**config.mk**
```make
export PLATFORM = sky130hd
export DESIGN_NAME = uart_echo_fifo_flat
export DESIGN_NICKNAME = d
export VERILOG_FILES = /design/src/rtl/uart_echo_fifo_if.sv /design/src/rtl/uart_echo_fifo.sv /design/src/flat_wrapper.sv
export SDC_FILE = /design/constraint.sdc
export NUM_CORES = 1
export LEC_CHECK = 0
export ABC_AREA = 1
export BUFFER_PORTS_ARGS = -buffer_cell sky130_fd_sc_hd__buf_4
export CORE_MARGIN = 8
export CORE_UTILIZATION = 60
export CTS_CLUSTER_DIAMETER = 60
export DETAILED_ROUTE_END_ITERATION = 8
export PLACE_DENSITY = 0.82
export SKIP_LAST_GASP = 1
export SYNTH_ARGS = -nofsm -noshare
export SYNTH_HDL_FRONTEND = slang
export SYNTH_SLANG_ARGS = --single-unit
```
**constraint.sdc**
```tcl
create_clock -name clk -period 2.72 [get_ports clk]
set_input_delay 0.408 -clock clk [delete_from_list [all_inputs] [get_ports clk]]
set_output_delay 0.408 -clock clk [all_outputs]
set_load 0.1 [all_outputs]
```
**src/rtl/uart_echo_fifo_if.sv**
```systemverilog
// uart_echo_fifo_if: board-side signal bundle of the UART echo core.
// master = board/test side driving rx and btn, slave = the echo core.
interface uart_echo_fifo_if;
  logic       rx;
  logic       btn;
  logic       tx;
  logic [7:0] led;
  logic       fifo_full;
  logic       ovf;
  logic       ferr;
  logic       perr;

  modport master (
    output rx, btn,
    input  tx, led, fifo_full, ovf, ferr, perr
  );

  modport slave (
    input  rx, btn,
    output tx, led, fifo_full, ovf, ferr, perr
  );
endinterface

```
**src/rtl/uart_echo_fifo.sv**
```systemverilog
// uart_echo_fifo: UART receiver -> FIFO elastic buffer -> UART transmitter.
// Every correctly framed character is echoed in arrival order; btn pauses new
// TX frames. Optional even-parity framing on RX and TX: define UART_PARITY_EN.
//
// RX FSM
//   state     | meaning
//   RX_IDLE   | line idle; re-arms only after the line has been seen high
//   RX_START  | wait half a bit, reject the start edge if the line is high
//   RX_DATA   | sample DATA_BITS bits, LSB first, one per bit period
//   RX_PARITY | sample and check the even-parity bit (UART_PARITY_EN only)
//   RX_STOP   | sample stop bit; high = accept, low = framing error
// TX FSM
//   state     | meaning
//   TX_IDLE   | pop the FIFO head when not empty and btn is low
//   TX_START  | drive the start bit
//   TX_DATA   | drive DATA_BITS bits, LSB first
//   TX_PARITY | drive the even-parity bit (UART_PARITY_EN only)
//   TX_STOP   | drive the stop bit
module uart_echo_fifo #(
  parameter int CLK_FREQ   = 100_000_000,
  parameter int BAUD       = 115200,
  parameter int DATA_BITS  = 8,
  parameter int FIFO_DEPTH = 16
) (
  input logic             clk,
  input logic             rst,
  uart_echo_fifo_if.slave bus
);

  localparam int CLKS_PER_BIT = CLK_FREQ / BAUD;
  localparam int CW = $clog2(CLKS_PER_BIT);
  localparam int BW = $clog2(DATA_BITS);
  localparam int AW = $clog2(FIFO_DEPTH);
  localparam int NW = AW + 1;
  localparam logic [CW-1:0] BIT_LAST  = CW'(CLKS_PER_BIT - 1);
  localparam logic [CW-1:0] HALF_LAST = CW'(CLKS_PER_BIT / 2 - 1);
  localparam logic [BW-1:0] DBIT_LAST = BW'(DATA_BITS - 1);
  localparam logic [NW-1:0] CNT_FULL  = NW'(FIFO_DEPTH);

`ifdef UART_PARITY_EN
  typedef enum logic [2:0] {RX_IDLE, RX_START, RX_DATA, RX_PARITY, RX_STOP} rx_state_t;
  typedef enum logic [2:0] {TX_IDLE, TX_START, TX_DATA, TX_PARITY, TX_STOP} tx_state_t;
`else
  typedef enum logic [2:0] {RX_IDLE, RX_START, RX_DATA, RX_STOP} rx_state_t;
  typedef enum logic [2:0] {TX_IDLE, TX_START, TX_DATA, TX_STOP} tx_state_t;
`endif

  logic r_rx_meta, r_rx_sync, r_btn_meta, r_btn_sync;

  rx_state_t            r_rx_state, w_rx_next;
  logic [CW-1:0]        r_rx_cnt;
  logic [BW-1:0]        r_rx_bit;
  logic [DATA_BITS-1:0] r_rx_shift;
  logic                 r_rx_armed, r_rx_valid, r_ferr;
  logic                 w_rx_tick, w_par_ok;

  tx_state_t            r_tx_state, w_tx_next;
  logic [CW-1:0]        r_tx_cnt;
  logic [BW-1:0]        r_tx_bit;
  logic [DATA_BITS-1:0] r_tx_shift;
  logic                 r_tx_par, r_tx;
  logic                 w_tx_tick, w_pop;

  logic [DATA_BITS-1:0] r_mem [FIFO_DEPTH];
  logic [AW-1:0]        r_wr_ptr, r_rd_ptr;
  logic [NW-1:0]        r_count, w_count_next;
  logic                 r_full, r_ovf, w_wr_en;
  logic [7:0]           r_led;

  // two-flop synchronisers for the asynchronous rx line and the pause button
  always_ff @(posedge clk or negedge rst) begin
    if (!rst) begin
      r_rx_meta  <= 1'b1;
      r_rx_sync  <= 1'b1;
      r_btn_meta <= 1'b0;
      r_btn_sync <= 1'b0;
    end else begin
      r_rx_meta  <= bus.rx;
      r_rx_sync  <= r_rx_meta;
      r_btn_meta <= bus.btn;
      r_btn_sync <= r_btn_meta;
    end
  end

  // ---------------------------------------------------------------- receiver
  assign w_rx_tick = (r_rx_cnt == '0);

  // RX state register
  always_ff @(posedge clk or negedge rst) begin
    if (!rst) r_rx_state <= RX_IDLE;
    else      r_rx_state <= w_rx_next;
  end

  // RX next-state logic
  always_comb begin
    w_rx_next = r_rx_state;
    case (r_rx_state)
      RX_IDLE:   if (r_rx_armed && !r_rx_sync) w_rx_next = RX_START;
      RX_START:  if (w_rx_tick) w_rx_next = r_rx_sync ? RX_IDLE : RX_DATA;
      RX_DATA:
        if (w_rx_tick && (r_rx_bit == '0)) begin
`ifdef UART_PARITY_EN
          w_rx_next = RX_PARITY;
`else
          w_rx_next = RX_STOP;
`endif
        end
`ifdef UART_PARITY_EN
      RX_PARITY: if (w_rx_tick) w_rx_next = RX_STOP;
`endif
      RX_STOP:   if (w_rx_tick) w_rx_next = RX_IDLE;
      default:   w_rx_next = RX_IDLE;
    endcase
  end

  // RX bit timer, data shift, accept strobe and framing-error flag
  always_ff @(posedge clk or negedge rst) begin
    if (!rst) begin
      r_rx_cnt   <= HALF_LAST;
      r_rx_bit   <= DBIT_LAST;
      r_rx_shift <= '0;
      r_rx_armed <= 1'b0;
      r_rx_valid <= 1'b0;
      r_ferr     <= 1'b0;
    end else begin
      r_rx_valid <= 1'b0;
      if (r_rx_state == RX_IDLE) begin
        // first sample lands mid start bit, the rest one bit period apart
        r_rx_cnt <= HALF_LAST;
        r_rx_bit <= DBIT_LAST;
        if (r_rx_sync) r_rx_armed <= 1'b1;
      end else begin
        r_rx_cnt <= w_rx_tick ? BIT_LAST : r_rx_cnt - 1'b1;
      end
      if (w_rx_tick) begin
        case (r_rx_state)
          RX_DATA: begin
            r_rx_shift <= {r_rx_sync, r_rx_shift[DATA_BITS-1:1]};
            r_rx_bit   <= r_rx_bit - 1'b1;
          end
          RX_STOP: begin
            if (r_rx_sync) begin
              r_rx_valid <= w_par_ok;
            end else begin
              // a low stop bit may be a break; wait for idle before re-arming
              r_ferr     <= 1'b1;
              r_rx_armed <= 1'b0;
            end
          end
          default: ;
        endcase
      end
    end
  end

`ifdef UART_PARITY_EN
  logic r_perr, r_rx_par_ok;

  // even parity: data plus parity bit must carry an even number of ones
  always_ff @(posedge clk or negedge rst) begin
    if (!rst) begin
      r_perr      <= 1'b0;
      r_rx_par_ok <= 1'b0;
    end else if ((r_rx_state == RX_PARITY) && w_rx_tick) begin
      r_rx_par_ok <= ~((^r_rx_shift) ^ r_rx_sync);
      if ((^r_rx_shift) ^ r_rx_sync) r_perr <= 1'b1;
    end
  end

  assign w_par_ok = r_rx_par_ok;
  assign bus.perr = r_perr;
`else
  assign w_par_ok = 1'b1;
  assign bus.perr = 1'b0;
`endif

  // -------------------------------------------------------------------- FIFO
  assign w_wr_en = r_rx_valid && (!r_full || w_pop);

  // occupancy after this edge's push/pop
  always_comb begin
    w_count_next = r_count;
    if (w_wr_en && !w_pop)      w_count_next = r_count + 1'b1;
    else if (!w_wr_en && w_pop) w_count_next = r_count - 1'b1;
  end

  // pointers, occupancy, full/overflow flags and the LED copy of each accept
  always_ff @(posedge clk or negedge rst) begin
    if (!rst) begin
      r_wr_ptr <= '0;
      r_rd_ptr <= '0;
      r_count  <= '0;
      r_full   <= 1'b0;
      r_ovf    <= 1'b0;
      r_led    <= 8'h00;
    end else begin
      r_count <= w_count_next;
      r_full  <= (w_count_next == CNT_FULL);
      if (w_wr_en) r_wr_ptr <= r_wr_ptr + 1'b1;
      if (w_pop)   r_rd_ptr <= r_rd_ptr + 1'b1;
      if (r_rx_valid) begin
        r_led <= 8'(r_rx_shift);
        if (!w_wr_en) r_ovf <= 1'b1;
      end
    end
  end

  // storage needs no reset: the pointers define what is valid
  always_ff @(posedge clk) begin
    if (w_wr_en) r_mem[r_wr_ptr] <= r_rx_shift;
  end

  // ------------------------------------------------------------- transmitter
  assign w_tx_tick = (r_tx_cnt == '0);
  assign w_pop     = (r_tx_state == TX_IDLE) && (r_count != '0) && !r_btn_sync;

  // TX state register
  always_ff @(posedge clk or negedge rst) begin
    if (!rst) r_tx_state <= TX_IDLE;
    else      r_tx_state <= w_tx_next;
  end

  // TX next-state logic
  always_comb begin
    w_tx_next = r_tx_state;
    case (r_tx_state)
      TX_IDLE:   if (w_pop) w_tx_next = TX_START;
      TX_START:  if (w_tx_tick) w_tx_next = TX_DATA;
      TX_DATA:
        if (w_tx_tick && (r_tx_bit == '0)) begin
`ifdef UART_PARITY_EN
          w_tx_next = TX_PARITY;
`else
          w_tx_next = TX_STOP;
`endif
        end
`ifdef UART_PARITY_EN
      TX_PARITY: if (w_tx_tick) w_tx_next = TX_STOP;
`endif
      TX_STOP:   if (w_tx_tick) w_tx_next = TX_IDLE;
      default:   w_tx_next = TX_IDLE;
    endcase
  end

  // TX bit timer, data shift and registered line driver (one cycle behind state)
  always_ff @(posedge clk or negedge rst) begin
    if (!rst) begin
      r_tx_cnt   <= BIT_LAST;
      r_tx_bit   <= DBIT_LAST;
      r_tx_shift <= '0;
      r_tx_par   <= 1'b0;
      r_tx       <= 1'b1;
    end else begin
      case (r_tx_state)
        TX_START:  r_tx <= 1'b0;
        TX_DATA:   r_tx <= r_tx_shift[0];
`ifdef UART_PARITY_EN
        TX_PARITY: r_tx <= r_tx_par;
`endif
        default:   r_tx <= 1'b1;
      endcase
      if (r_tx_state == TX_IDLE) begin
        r_tx_cnt <= BIT_LAST;
        r_tx_bit <= DBIT_LAST;
        if (w_pop) begin
          r_tx_shift <= r_mem[r_rd_ptr];
          r_tx_par   <= ^r_mem[r_rd_ptr];
        end
      end else begin
        r_tx_cnt <= w_tx_tick ? BIT_LAST : r_tx_cnt - 1'b1;
        if (w_tx_tick && (r_tx_state == TX_DATA)) begin
          r_tx_shift <= r_tx_shift >> 1;
          r_tx_bit   <= r_tx_bit - 1'b1;
        end
      end
    end
  end

  assign bus.tx        = r_tx;
  assign bus.led       = r_led;
  assign bus.fifo_full = r_full;
  assign bus.ovf       = r_ovf;
  assign bus.ferr      = r_ferr;

endmodule

```
**src/flat_wrapper.sv**
```systemverilog
// flat-port wrapper written by rule: the top's interface ports become plain ports
module uart_echo_fifo_flat 
#(
  parameter int CLK_FREQ   = 100_000_000,
  parameter int BAUD       = 115200,
  parameter int DATA_BITS  = 8,
  parameter int FIFO_DEPTH = 16
)
  (clk, rst, bus_rx, bus_btn, bus_tx, bus_led, bus_fifo_full, bus_ovf, bus_ferr, bus_perr);
  uart_echo_fifo_if bus_i ();
  input logic clk;
  input logic rst;
  input wire logic [$bits(bus_i.rx)-1:0] bus_rx;
  input wire logic [$bits(bus_i.btn)-1:0] bus_btn;
  output wire logic [$bits(bus_i.tx)-1:0] bus_tx;
  output wire logic [$bits(bus_i.led)-1:0] bus_led;
  output wire logic [$bits(bus_i.fifo_full)-1:0] bus_fifo_full;
  output wire logic [$bits(bus_i.ovf)-1:0] bus_ovf;
  output wire logic [$bits(bus_i.ferr)-1:0] bus_ferr;
  output wire logic [$bits(bus_i.perr)-1:0] bus_perr;
  assign bus_i.rx = bus_rx;
  assign bus_i.btn = bus_btn;
  assign bus_tx = bus_i.tx;
  assign bus_led = bus_i.led;
  assign bus_fifo_full = bus_i.fifo_full;
  assign bus_ovf = bus_i.ovf;
  assign bus_ferr = bus_i.ferr;
  assign bus_perr = bus_i.perr;
  uart_echo_fifo #(.CLK_FREQ(CLK_FREQ), .BAUD(BAUD), .DATA_BITS(DATA_BITS), .FIFO_DEPTH(FIFO_DEPTH)) u_core (.clk(clk), .rst(rst), .bus(bus_i));
endmodule
```
* After elaboration in Yosys (flattened, before gate mapping)
Memories as Yosys holds them, arrays and structs flattened.
Cells that the tools add are included.
** Word-level totals
- Output and inout port bits :: 13
- Bits in writable memories :: 128
- Bits in registers :: 79
- Word-level logic and storage cells :: 113
- Bits of input ports :: 4
- Memories kept :: 1
** Memories
- u_core.r_mem :: depth 16, width 8, rd ports 1, clocked after memory_dff 0, write ports 1, RTL line uart_echo_fifo.sv:64 : logic [DATA_BITS-1:0] r_mem [FIFO_DEPTH];
** Cells by class
- $add $sub $neg :: 8
- Eq/ne operators :: 15
- Bitwise logic cells :: 2
- Reductions and logical operators :: 29
- Muxes and demuxes :: 36
** Operators by type and width (number)
- 2-to-1 mux 10 bit :: 4
- 2-to-1 mux 3 bit :: 13
- 2-to-1 mux 8 bit :: 3
- one-hot mux 3 bit (4 select lines) :: 2
- logical NOT 10 bit :: 2
- subtractor 10 x 1 -> 10 bit (second input constant) :: 2
- != test 2 x 1 -> 1 bit (second input constant) :: 8
- == test 3 x 2 -> 1 bit (second input constant) :: 4
- logical NOT 3 bit :: 4
- 2-to-1 mux 1 bit :: 10
- 2-to-1 mux 5 bit :: 2
- logical AND 1 bit :: 9
- adder 4 x 1 -> 4 bit (second input constant) :: 2
- AND reduction 4 bit :: 2
- == test 3 x 1 -> 1 bit (second input constant) :: 2
- AND reduction 2 bit :: 3
- subtractor 3 x 1 -> 3 bit (second input constant) :: 2
- adder 5 x 1 -> 5 bit (second input constant) :: 1
- == test 5 bit (second input constant) :: 1
- logical NOT 1 bit :: 5
- nonzero test 5 bit :: 1
- subtractor 5 x 1 -> 5 bit (second input constant) :: 1
- AND reduction 3 bit :: 1
- 2-to-1 mux 2 bit :: 1
- other kinds (4) :: 5

* Longest topological paths before layout
Gate-level depths: netlist (run 1).
- Word-level depth :: 10
- Gate-level depth with buffers :: 12

* Worst setup path before layout (run 1)
Ideal clock, no wire load.
- Path kind :: register -> register
- Start :: register u_core.r_tx_state[0]
- End :: memory u_core.r_mem[11][0] (enable)
- Data arrival time :: 1793 ps
- Cell stages (with the launch flop) :: 12
- Period minus slack after synthesis :: 2163 ps
- Path slack :: 557 ps
- Setup time :: 370 ps
- Path through :: dfrtp_1 > inv_1 > ha_1 > buf_6 > inv_6 > nor2_8 > nand2_4 > a21oi_4 > inv_2 > nor2_4 > inv_2 > nor2_1
** On the way
- Longest elaborated chain between the ends :: 7
** Ends and longest elaborated chain
- start, declared :: RTL line uart_echo_fifo.sv:57 : tx_state_t r_tx_state, w_tx_next;
- start signal, assigned :: RTL line uart_echo_fifo.sv:220 : else r_tx_state <= w_tx_next;
- logical NOT 3 bit :: RTL line uart_echo_fifo.sv:215 : assign w_pop = (r_tx_state == TX_IDLE) && (r_count != '0) && !r_btn_sync;
- logical AND 1 bit (2 in series) :: RTL line uart_echo_fifo.sv:215
- logical OR 1 bit :: RTL line uart_echo_fifo.sv:178 : assign w_wr_en = r_rx_valid && (!r_full || w_pop);
- logical AND 1 bit :: RTL line uart_echo_fifo.sv:178
- 2-to-1 mux 1 bit :: RTL line uart_echo_fifo.sv:210 : if (w_wr_en) r_mem[r_wr_ptr] <= r_rx_shift;
- 2-to-1 mux 1 bit (implied by the code) :: RTL line uart_echo_fifo.sv:210
- end, declared :: RTL line uart_echo_fifo.sv:64
Every way passes these cells.

* Worst setup path in the final report (run 1)
- Start :: register u_core.r_tx_state[1]
- End :: memory u_core.r_mem[15][6] (enable)
Same word-level chain as after synthesis.

==> run_results.csv, run 1 <==
group,metric,value,unit
clocking,htreeDepth,1,
logic_synthesis,yosysWarningCount,0,
timing,tightestPinTransition,0.9351,ns
critical_path,startpoint_type,"flop",
placement,dpl.hpwl,11840,µm
placement,gp_congestion,0.8381,
critical_path,timing.rr.start,"u_core.r_tx_state[1]",
critical_path,cp-end-kind,"flop",
global_routing,grtUsageTotal,0.1981,
critical_path,reg2reg_to,"u_core.r_mem[15][6]",
global_routing,grt_pass1_wl,31280,µm
power,power_density,982.4,nW/µm²
logic_synthesis,synthMuxAreaShare,0,
timing,setup_tns,0,ns
routing,drt_wl_total,19430,µm
critical_path,arrival,2.66,ns
floorplanning,ios,17,
critical_path,crit_type,"flop to flop",
routing,vias_per_cell,5.751,
power,p_leak,4.191,nW
clocking,path_clk_slew,0.06,ns
routing,wire_per_inst,17.68,µm
clocking,cts_tree,"done",
timing,finalSetupViolations,0,
clocking,clk-insertion-delay-late,0.52,ns
critical_path,required,2.87,ns
worst_hold_path,holdCritPathClass,"input port to asynchronous set/reset pin",
power,ir_worst_vdd,800.8,µV
logic_synthesis,syn_area_per_cell,10.36,µm²
logic_synthesis,yosys.area_share.simple,0.1960,
timing,relSlewSlack,0.3766,
timing,min_period,2.506,ns
placement,portBuffers,15,
critical_path,crit_fanout,8,
routing,vias,6320,
logic_synthesis,synth_compound_gate_area_share,0.06706,
routing,drtPass1Iterations,5,
critical_path,reg2reg_depth,10,
floorplanning,dieArea,19160,µm²
outcome,status,"finished, final reports clean",
routing,ant_nets,0,
timing,skew,0.01898,ns
logic_synthesis,synth_top_family_by_area,"simple AND/OR/NAND/NOR gates",
logic_synthesis,synth_fa_ha_area_frac,0.02504,
power,p_total,9.933,mW
floorplanning,rows,44,
logic_synthesis,syn_area,8994,µm²
layout,nets,920,
layout,final_util,0.6931,
floorplanning,core_region_area,14590,µm²
logic_synthesis,ys_seq_area_frac,0.6444,
logic_synthesis,synthCells,868,
timing,max_freq,0.3990,GHz
floorplanning,die-height,138.4,µm
timing,slew_violations,0,
logic_synthesis,yosys_register_bits,205,
clocking,root_buffer,"clkbuf_16",
global_routing,grt_pass1_vias,6167,
floorplanning,initial_core_util,0.6165,
clocking,numClockSinks,205,
logic_synthesis,synth_xor_area_frac,0.01656,
logic_synthesis,yosys.cell_types.count,41,
timing,hold_viol,0,
routing,drt_iter0_markers,656,
layout,drive_above_1_share,0.1301,
critical_path,reg2reg_slack,0.21,ns
job,drv_cap,0,
clocking,cts_max_path_buffers,3,
floorplanning,die_w,138.4,µm
global_routing,grt_max_degree,78,
global_routing,antenna_found_initial,0,
routing,drc,0,
global_routing,grt-ovfl-total,0,
timing,period_share,0.9213,
clocking,cts_buffers,23,
clocking,cts_setup_buffers,0,
layout,syn_to_final_growth,12.42,%
layout,antenna_cells,0,
logic_synthesis,synth_nets,890,
timing,rsz0062_at_grt,"no",
## cells in the final DEF (no fill, tap or decap), types with 4 or more instances in the layout
| cell type | netlist | routed |
|---|---|---|
| nand3_1 | 67 | 67 |
| nor2_4 | 4 | 4 |
| inv_2 | 7 | 7 |
| clkinv_1 | 2 | 4 |
| nand4_1 | 8 | 8 |
| nor2_1 | 160 | 160 |
| o211ai_1 | 11 | 11 |
| clkbuf_16 | 0 | 23 |
| dfstp_2 | 20 | 20 |
| inv_1 | 64 | 64 |
| nand2_1 | 157 | 157 |
| o21ai_0 | 81 | 81 |
| clkinvlp_4 | 0 | 4 |
| dfrtp_1 | 57 | 56 |
| buf_4 | 3 | 34 |
| nor3_1 | 4 | 4 |
| a21oi_1 | 8 | 8 |
| edfxtp_1 | 128 | 128 |
| ha_1 | 18 | 18 |
| clkinv_2 | 0 | 5 |
| xor2_1 | 16 | 16 |
## cell type report
type	count	area, µm²
fillers	1008	4478
repair buffers	36	275.3
well taps	184	230.2
flip-flops and latches	205	5797
inverters	74	282.8
clock buffers	24	579.3
clock inverters	18	202.7
multi-input cells	558	2744
## state kept, by name, indices dropped and copies added, names as in the netlist, 3 cells and up
name               cells
u_core.r_tx_cnt       10
u_core.r_tx_shift      8
u_core.r_rx_bit        3
u_core.r_rd_ptr        4
u_core.r_rx_cnt       10
u_core.r_wr_ptr        4
u_core.bus.led         8
u_core.r_count         5
u_core.r_tx_bit        3
u_core.r_rx_shift      8
u_core.r_mem         128
## per-stage QoR
step / worst slack (ns) / area (µm²) / cells / hold slack [ns]
after floorplan: 0.5572 / 8994 / 868 / 0.1124
after global placement: 0.4085 / 9309 / 1055 / 0.3408
after detailed placement: 0.2982 / 9309 / 1055 / 0.3404
after CTS: 0.2216 / 10110 / 1099 / 0.07443
after global routing: 0.01994 / 10110 / 1099 / 0.1378
final: 0.2140 / 10110 / 1099 / 0.02292
## what timing repair did
item | 4_1_cts | 5_1_grt
endpoints found under the hold margin | 2 | 0
hold buffers | 2 | 0
gates resized for setup | 0 | 0
endpoints found under the setup margin | 0 | 0
## power breakdown
part           internal [mW]  switching [mW]
Combinational          0.894            1.99
Clock                   1.86            1.28
Sequential              3.62           0.281
Total                   6.38            3.55
## per-layer routing
layer	part of all wire	vias to the layer above	global-route usage
li1	-	2955	-
met2	0.49	286	0.3275
met4	0.025	0	0.07151
met1	0.41	3029	0.2558
met3	0.077	50	0.03699
met5	0	-	0
## Yosys cell counts (all sizes together)
library cell	n	share of area
nand2	161	0.069
or2	3	0.0021
xnor2	1	0.00097
a22oi	1	0.00084
nand3b	1	0.00084
o21a	1	0.00084
o21ai	82	0.046
dfstp	20	0.058
nor3	5	0.0033
nor3b	1	0.00084
nor2	166	0.075
edfxtp	128	0.43
xor2	16	0.016
a31o	1	0.00097
o211ai	11	0.0092
clkinv	2	0.00084
nand4	8	0.0056
nand3	68	0.039
a21oi	9	0.0063
buf	26	0.017
o31ai	3	0.0025
clkbuf	5	0.0021
ha	18	0.025
inv	72	0.031
conb	1	0.00042
dfrtp	57	0.16
o21bai	1	0.00084
## kinds of logic after synthesis
logic type      after synthesis
other cells                   1
compound gates              109
fa+ha+maj                    18
simple gates                413
flops                       205
buf+inv                     105
xor+xnor                     17
## worst max-delay path, stage by stage (launching register included)
cell and delay (ns):
dfrtp_1 0.42, inv_1 0.10, ha_1 0.24, inv_6 0.08
nor2_8 0.12, nand2_4 0.11, a21oi_4 0.28, inv_2 0.08
nor2_4 0.12, inv_2 0.08, nor2_1 0.51
## worst max-delay path by stage
| stage | endpoint | startpoint | cells after the start | slack (ns) |
|---|---|---|---|---|
| after global routing | u_core.r_mem[15][3] | u_core.r_tx_state[1] | 10 | 0.02 |
| after CTS | u_core.r_mem[15][3] | u_core.r_tx_state[1] | 10 | 0.22 |
| after detailed placement | u_core.r_mem[15][3] | u_core.r_tx_state[0] | 10 | 0.30 |
| after floorplan | u_core.r_mem[11][0] | u_core.r_tx_state[0] | 11 | 0.56 |
| final | u_core.r_mem[15][6] | u_core.r_tx_state[1] | 10 | 0.21 |
| after global placement | u_core.r_mem[15][0] | u_core.r_tx_state[0] | 10 | 0.41 |
No activity file was read; power rests on OpenSTA's default activity.
==> run 2, diff against run 1 <==
CELL_PAD_IN_SITES_DETAIL_PLACEMENT = 0   (was default)
CELL_PAD_IN_SITES_GLOBAL_PLACEMENT = 2   (was default)
CORE_UTILIZATION = 42   (was 60)
PLACE_DENSITY = 0.85   (was 0.82)
==> run_results.csv, run 2 (synthesis gave the netlist of run 1 again) <==
group,metric,value,unit
timing,max_freq,0.4210,GHz
global_routing,grt_pass1_vias,5980,
job,drv_cap,0,
layout,regMostFlops,"u_core.r_mem",
clocking,cts_setup_buffers,0,
routing,drtPass1Iterations,5,
floorplanning,die_w,162.3,µm
power,power_frac_clock,0.303,
layout,final_cell_mix,"160 x nor2_1, 157 x nand2_1, 128 x edfxtp_1, 81 x o21ai_0, 67 x nand3_1",
timing,relSlewSlack,0.4103,
global_routing,antenna_found_initial,0,
timing,finalSetupViolations,0,
routing,ant_nets,0,
power,netSwitchingPower,3.431,mW
clocking,numClockSinks,205,
routing,route.met3.wl,1092,µm
global_routing,grt_pass1_wl,32570,µm
routing,vias_per_cell,4.984,
floorplanning,dieArea,26350,µm²
placement,placed_area,9485,µm²
routing,wl_met2,9103,µm
global_routing,grtUsageTotal,0.1566,
global_routing,grt-ovfl-total,0,
timing,rsz0062_at_grt,"no",
placement,portBuffers,15,
floorplanning,initial_core_util,0.4278,
layout,reg_top3,"u_core.r_mem: 128 flops, u_core.r_rx_cnt: 10 flops, u_core.r_tx_cnt: 10 flops",
worst_hold_path,holdCritPathClass,"flop to flop",
layout,fin_area,10250,µm²
placement,dpl.hpwl,13090,µm
clocking,root_buffer,"clkbuf_16",
timing,slew_violations,0,
layout,layout_commonest_cell,"nor2_1",
power,netSwitchingFraction,0.3502,
timing,skew,0.02051,ns
layout,antenna_cells,0,
power,ir_worst_vdd,476.2,µV
clocking,cts_buffers,24,
timing,min_period,2.375,ns
routing,drc,0,
clocking,cts.repair.resized,0,
timing,hold_viol,0,
global_routing,grt_max_degree,78,
clocking,cts_tree,"done",
layout,nets,927,
routing,drt_iter0_markers,464,
timing,setup_tns,0,ns
critical_path,crit_type,"flop to flop",
routing,drt-met1-wl,9431,µm
layout,syn_to_final_growth,14.00,%
layout,largest_reg_flops,128,
outcome,status,"finished, final reports clean",
clocking,clk-insertion-delay-late,0.51,ns
critical_path,cp-end-kind,"flop",
clocking,cts_max_path_buffers,3,
layout,drive_above_1_share,0.1249,
critical_path,crit_fanout,8,
critical_path,startpoint_type,"flop",
timing,period_share,0.8733,
placement,gp_congestion,0.7638,
routing,wire_per_inst,16.77,µm
routing,maxUsedRoutingLayer,"met4",
clocking,htreeDepth,1,
routing,drt_wl_total,20060,µm
power,power_frac_seq,0.399,
power,comb_power_share,0.297,
floorplanning,core_region_area,21020,µm²
power,internal_power,6.365,mW
power,power_density,955.5,nW/µm²
floorplanning,ios,17,
clocking,path_clk_slew,0.05,ns
floorplanning,rows,53,
critical_path,arrival,2.51,ns
timing,tightestPinTransition,0.8846,ns
critical_path,required,2.85,ns
routing,vias,5961,
power,p_leak,4.215,nW
floorplanning,die-height,162.3,µm
run 2: worst max-delay path, stage by stage (launching register included):
cell     delay [ns]
dfrtp_1        0.40
inv_1          0.09
ha_1           0.24
inv_6          0.08
nor2_8         0.12
nand2_4        0.12
a21oi_4        0.26
inv_2          0.07
nor2_4         0.10
inv_2          0.07
nor2_1         0.45
run 2: final timing paths:
check | startpoint | to | slack [ns] | depth (start not counted)
hold reg to reg | u_core.r_btn_meta | u_core.r_btn_sync | 0.36 | 0
max in group asynchronous | rst | u_core.r_rx_cnt[5] | 1.87 | 3
setup / recovery | u_core.r_tx_state[0] | u_core.r_mem[11][6] | 0.34 | 10
min in group asynchronous | rst | u_core.r_tx_shift[6] | 0.47 | 3
hold / removal | u_core.r_btn_meta | u_core.r_btn_sync | 0.36 | 0
setup reg to reg | u_core.r_tx_state[0] | u_core.r_mem[11][6] | 0.34 | 10
run 2: layout make-up:
type	instances	area, µm²
Inverter	74	282.8
Clock inverter	8	67.56
Multi-Input combinational cell	558	2744
Fill cell	1911	10770
Timing Repair Buffer	42	347.8
Tap cell	275	344.1
Clock buffer	34	669.4
Sequential cell	205	5797
run 2: power groups by stage:
stage / clock network, mW / registers (mW) / logic (mW)
5_1_grt: 3.17 / 3.96 / 3.32
6_report: 2.97 / 3.91 / 2.91
3_5_place_dp: 0 / 3.97 / 2.94
2_1_floorplan: 0 / 3.94 / 2.17
3_3_place_gp: 0 / 3.97 / 2.94
4_1_cts: 3.05 / 3.92 / 2.95
run 2: what timing repair did:
| item | CTS | global route |
|---|---|---|
| hold endpoints to repair | 59 | 0 |
| endpoints found under the setup margin | 0 | 0 |
| hold buffers | 3 | 0 |
run 2: routing by layer:
metal,up-vias,track usage
met1,2820,0.2206
met2,142,0.2455
met5,-,0
met3,37,0.02401
met4,0,0.04798
li1,2962,-
run 2: metrics by stage:
step | worst slack [ns] | utilization | hold slack, ns | power, mW | cells
floorplan | 0.5572 | - | 0.1124 | 6.109 | 868
global placement | 0.4217 | 0.4512 | 0.3583 | 6.917 | 1151
detailed placement | 0.3293 | 0.4512 | 0.3530 | 6.909 | 1151
CTS | 0.3314 | 0.4877 | 0.3640 | 9.913 | 1196
global route | 0.1115 | 0.4877 | 0.3648 | 10.46 | 1196
finish | 0.3445 | 0.4877 | 0.3623 | 9.796 | 1196
==> run 3, diff against run 2 <==
CELL_PAD_IN_SITES_DETAIL_PLACEMENT = 1   (was 0)
REMOVE_ABC_BUFFERS = 1   (was default)
==> run_results.csv, run 3 (synthesis gave the netlist of run 1 again) <==
group,metric,value,unit
power,netSwitchingPower,3.625,mW
critical_path,crit_type,"flop to flop",
layout,num-fill-cells,2277,
routing,vias,6145,
global_routing,antenna_found_initial,0,
critical_path,max_stage_delay,0.49,ns
clocking,cts.repair.resized,0,
timing,hold_viol,0,
placement,gp_congestion,0.7639,
critical_path,arrival,2.59,ns
routing,vias_per_cell,5.117,
critical_path,startpoint_type,"flop",
power,internal_power,6.451,mW
clocking,clk-insertion-delay-late,0.53,ns
timing,max_freq,0.4115,GHz
layout,nets,930,
layout,largest_reg_flops,128,
timing,relSlewSlack,0.4166,
clocking,htreeDepth,1,
critical_path,reg2reg_slack,0.29,ns
floorplanning,core_region_area,21020,µm²
floorplanning,die-height,162.3,µm
critical_path,crit_fanout,8,
layout,regMostFlops,"u_core.r_mem",
power,p_leak,4.258,nW
layout,final_util,0.4903,
timing,min_period,2.430,ns
critical_path,path_buf_inv,4,
critical_path,cp-end-kind,"flop",
routing,drt_iter0_markers,394,
critical_path,path_cells,"inv_1, ha_1, inv_6, nor2_8, nand2_4, a21oi_4, inv_2, nor2_4, inv_2, nor2_1",
global_routing,grt_pass1_wl,36410,µm
floorplanning,dieArea,26350,µm²
routing,drtPass1Iterations,5,
timing,slew_violations,0,
layout,layout_commonest_cell,"nor2_1",
routing,drt_wl_total,22480,µm
floorplanning,die_w,162.3,µm
worst_hold_path,holdCritPathClass,"flop to flop",
layout,syn_to_final_growth,14.61,%
clocking,cts_tree,"done",
clocking,cts_max_path_buffers,3,
power,netSwitchingFraction,0.3598,
global_routing,grt-ovfl-total,0,
placement,portBuffers,15,
clocking,root_buffer,"clkbuf_16",
routing,ant_nets,0,
layout,drive_above_1_share,0.1350,
power,power_frac_seq,0.384,
layout,layoutNonFillerInstCount,1201,
clocking,numClockSinks,205,
placement,placed_cells,1154,
layout,antenna_cells,0,
timing,tightestPinTransition,0.8751,ns
power,power_density,977.5,nW/µm²
critical_path,path_delay_family,"simple AND/OR/NAND/NOR gates",
global_routing,grtUsageTotal,0.1744,
critical_path,slowest_stage,"nor2_1",
floorplanning,ios,17,
job,drv_cap,0,
timing,finalSetupViolations,0,
power,comb_power_share,0.300,
clocking,path_clk_slew,0.06,ns
placement,placed_area,9495,µm²
global_routing,grt_max_degree,72,
global_routing,grt_pass1_vias,6624,
timing,rsz0062_at_grt,"no",
floorplanning,rows,53,
power,ir_worst_vdd,601.1,µV
floorplanning,initial_core_util,0.4278,
routing,drc,0,
clocking,cts_buffers,24,
timing,skew,0.01594,ns
power,power_frac_clock,0.315,
timing,period_share,0.8935,
layout,fin_area,10310,µm²
critical_path,required,2.88,ns
critical_path,crit_top_cell,"inv_2",
layout,final_cell_mix,"160 x nor2_1, 157 x nand2_1, 128 x edfxtp_1, 81 x o21ai_0, 67 x nand3_1",
outcome,status,"finished, final reports clean",
placement,dpl.hpwl,14340,µm
layout,reg_top3,"u_core.r_mem: 128 flops, u_core.r_rx_cnt: 10 flops, u_core.r_tx_cnt: 10 flops",
routing,wire_per_inst,18.72,µm
## run 3: cell types whose count changed in the layout (fill, tap and decap cells not counted), sizes merged
cell,before,now
buf,39,42
clkinv,8,10
## run 3: layout make-up
class / count / area [µm²] / share of cell area
flip-flops and latches: 205 / 5797 / 0.5624
multi-input cells: 558 / 2744 / 0.2662
clock buffers: 34 / 699.4 / 0.06786
repair buffers: 45 / 357.8 / 0.03472
well taps: 275 / 344.1 / 0.03338
inverters: 74 / 282.8 / 0.02743
clock inverters: 10 / 82.58 / 0.008012
## run 3: metal layers
| metal | track usage | share of wire |
|---|---|---|
| met1 | 0.2411 | 0.47 |
| met2 | 0.2767 | 0.46 |
| met3 | 0.03185 | 0.046 |
| met4 | 0.04882 | 0.020 |
| met5 | 0 | 0 |
## run 3: timing repair
action                    4_1_cts  5_1_grt
setup buffers                   0        0
hold endpoints to repair       36        0
hold buffers                    3        0
## run 3: final timing paths
path | from | cells past startpoint | end
min reg2reg | u_core.r_btn_meta | 0 | u_core.r_btn_sync
min in group asynchronous | rst | 2 | u_core.r_tx_cnt[4]
max in group asynchronous | rst | 3 | u_core.r_tx_bit[0]
min | u_core.r_btn_meta | 0 | u_core.r_btn_sync
max | u_core.r_tx_state[0] | 10 | u_core.r_mem[7][7]
max reg2reg | u_core.r_tx_state[0] | 10 | u_core.r_mem[7][7]
## run 3: metrics by stage
stage / TNS (ns) / power, mW / hold slack, ns / setup WS, ns
final: 0 / 10.08 / 0.3531 / 0.2896
after global placement: 0 / 6.919 / 0.3343 / 0.4018
after CTS: 0 / 10.20 / 0.3544 / 0.2469
after floorplan: -0.007207 / 5.938 / 0.1124 / -0.007207
after global routing: 0 / 10.73 / 0.3574 / 0.1030
after detailed placement: 0 / 6.971 / 0.3396 / 0.2657
## run 3: power by group through the flow
stage	combinational, mW	clock, mW	sequential, mW
4_1_cts	3.08	3.24	3.88
3_5_place_dp	3.04	0	3.93
5_1_grt	3.44	3.36	3.92
6_report	3.03	3.18	3.87
2_1_floorplan	1.82	0	4.12
3_3_place_gp	3.00	0	3.92
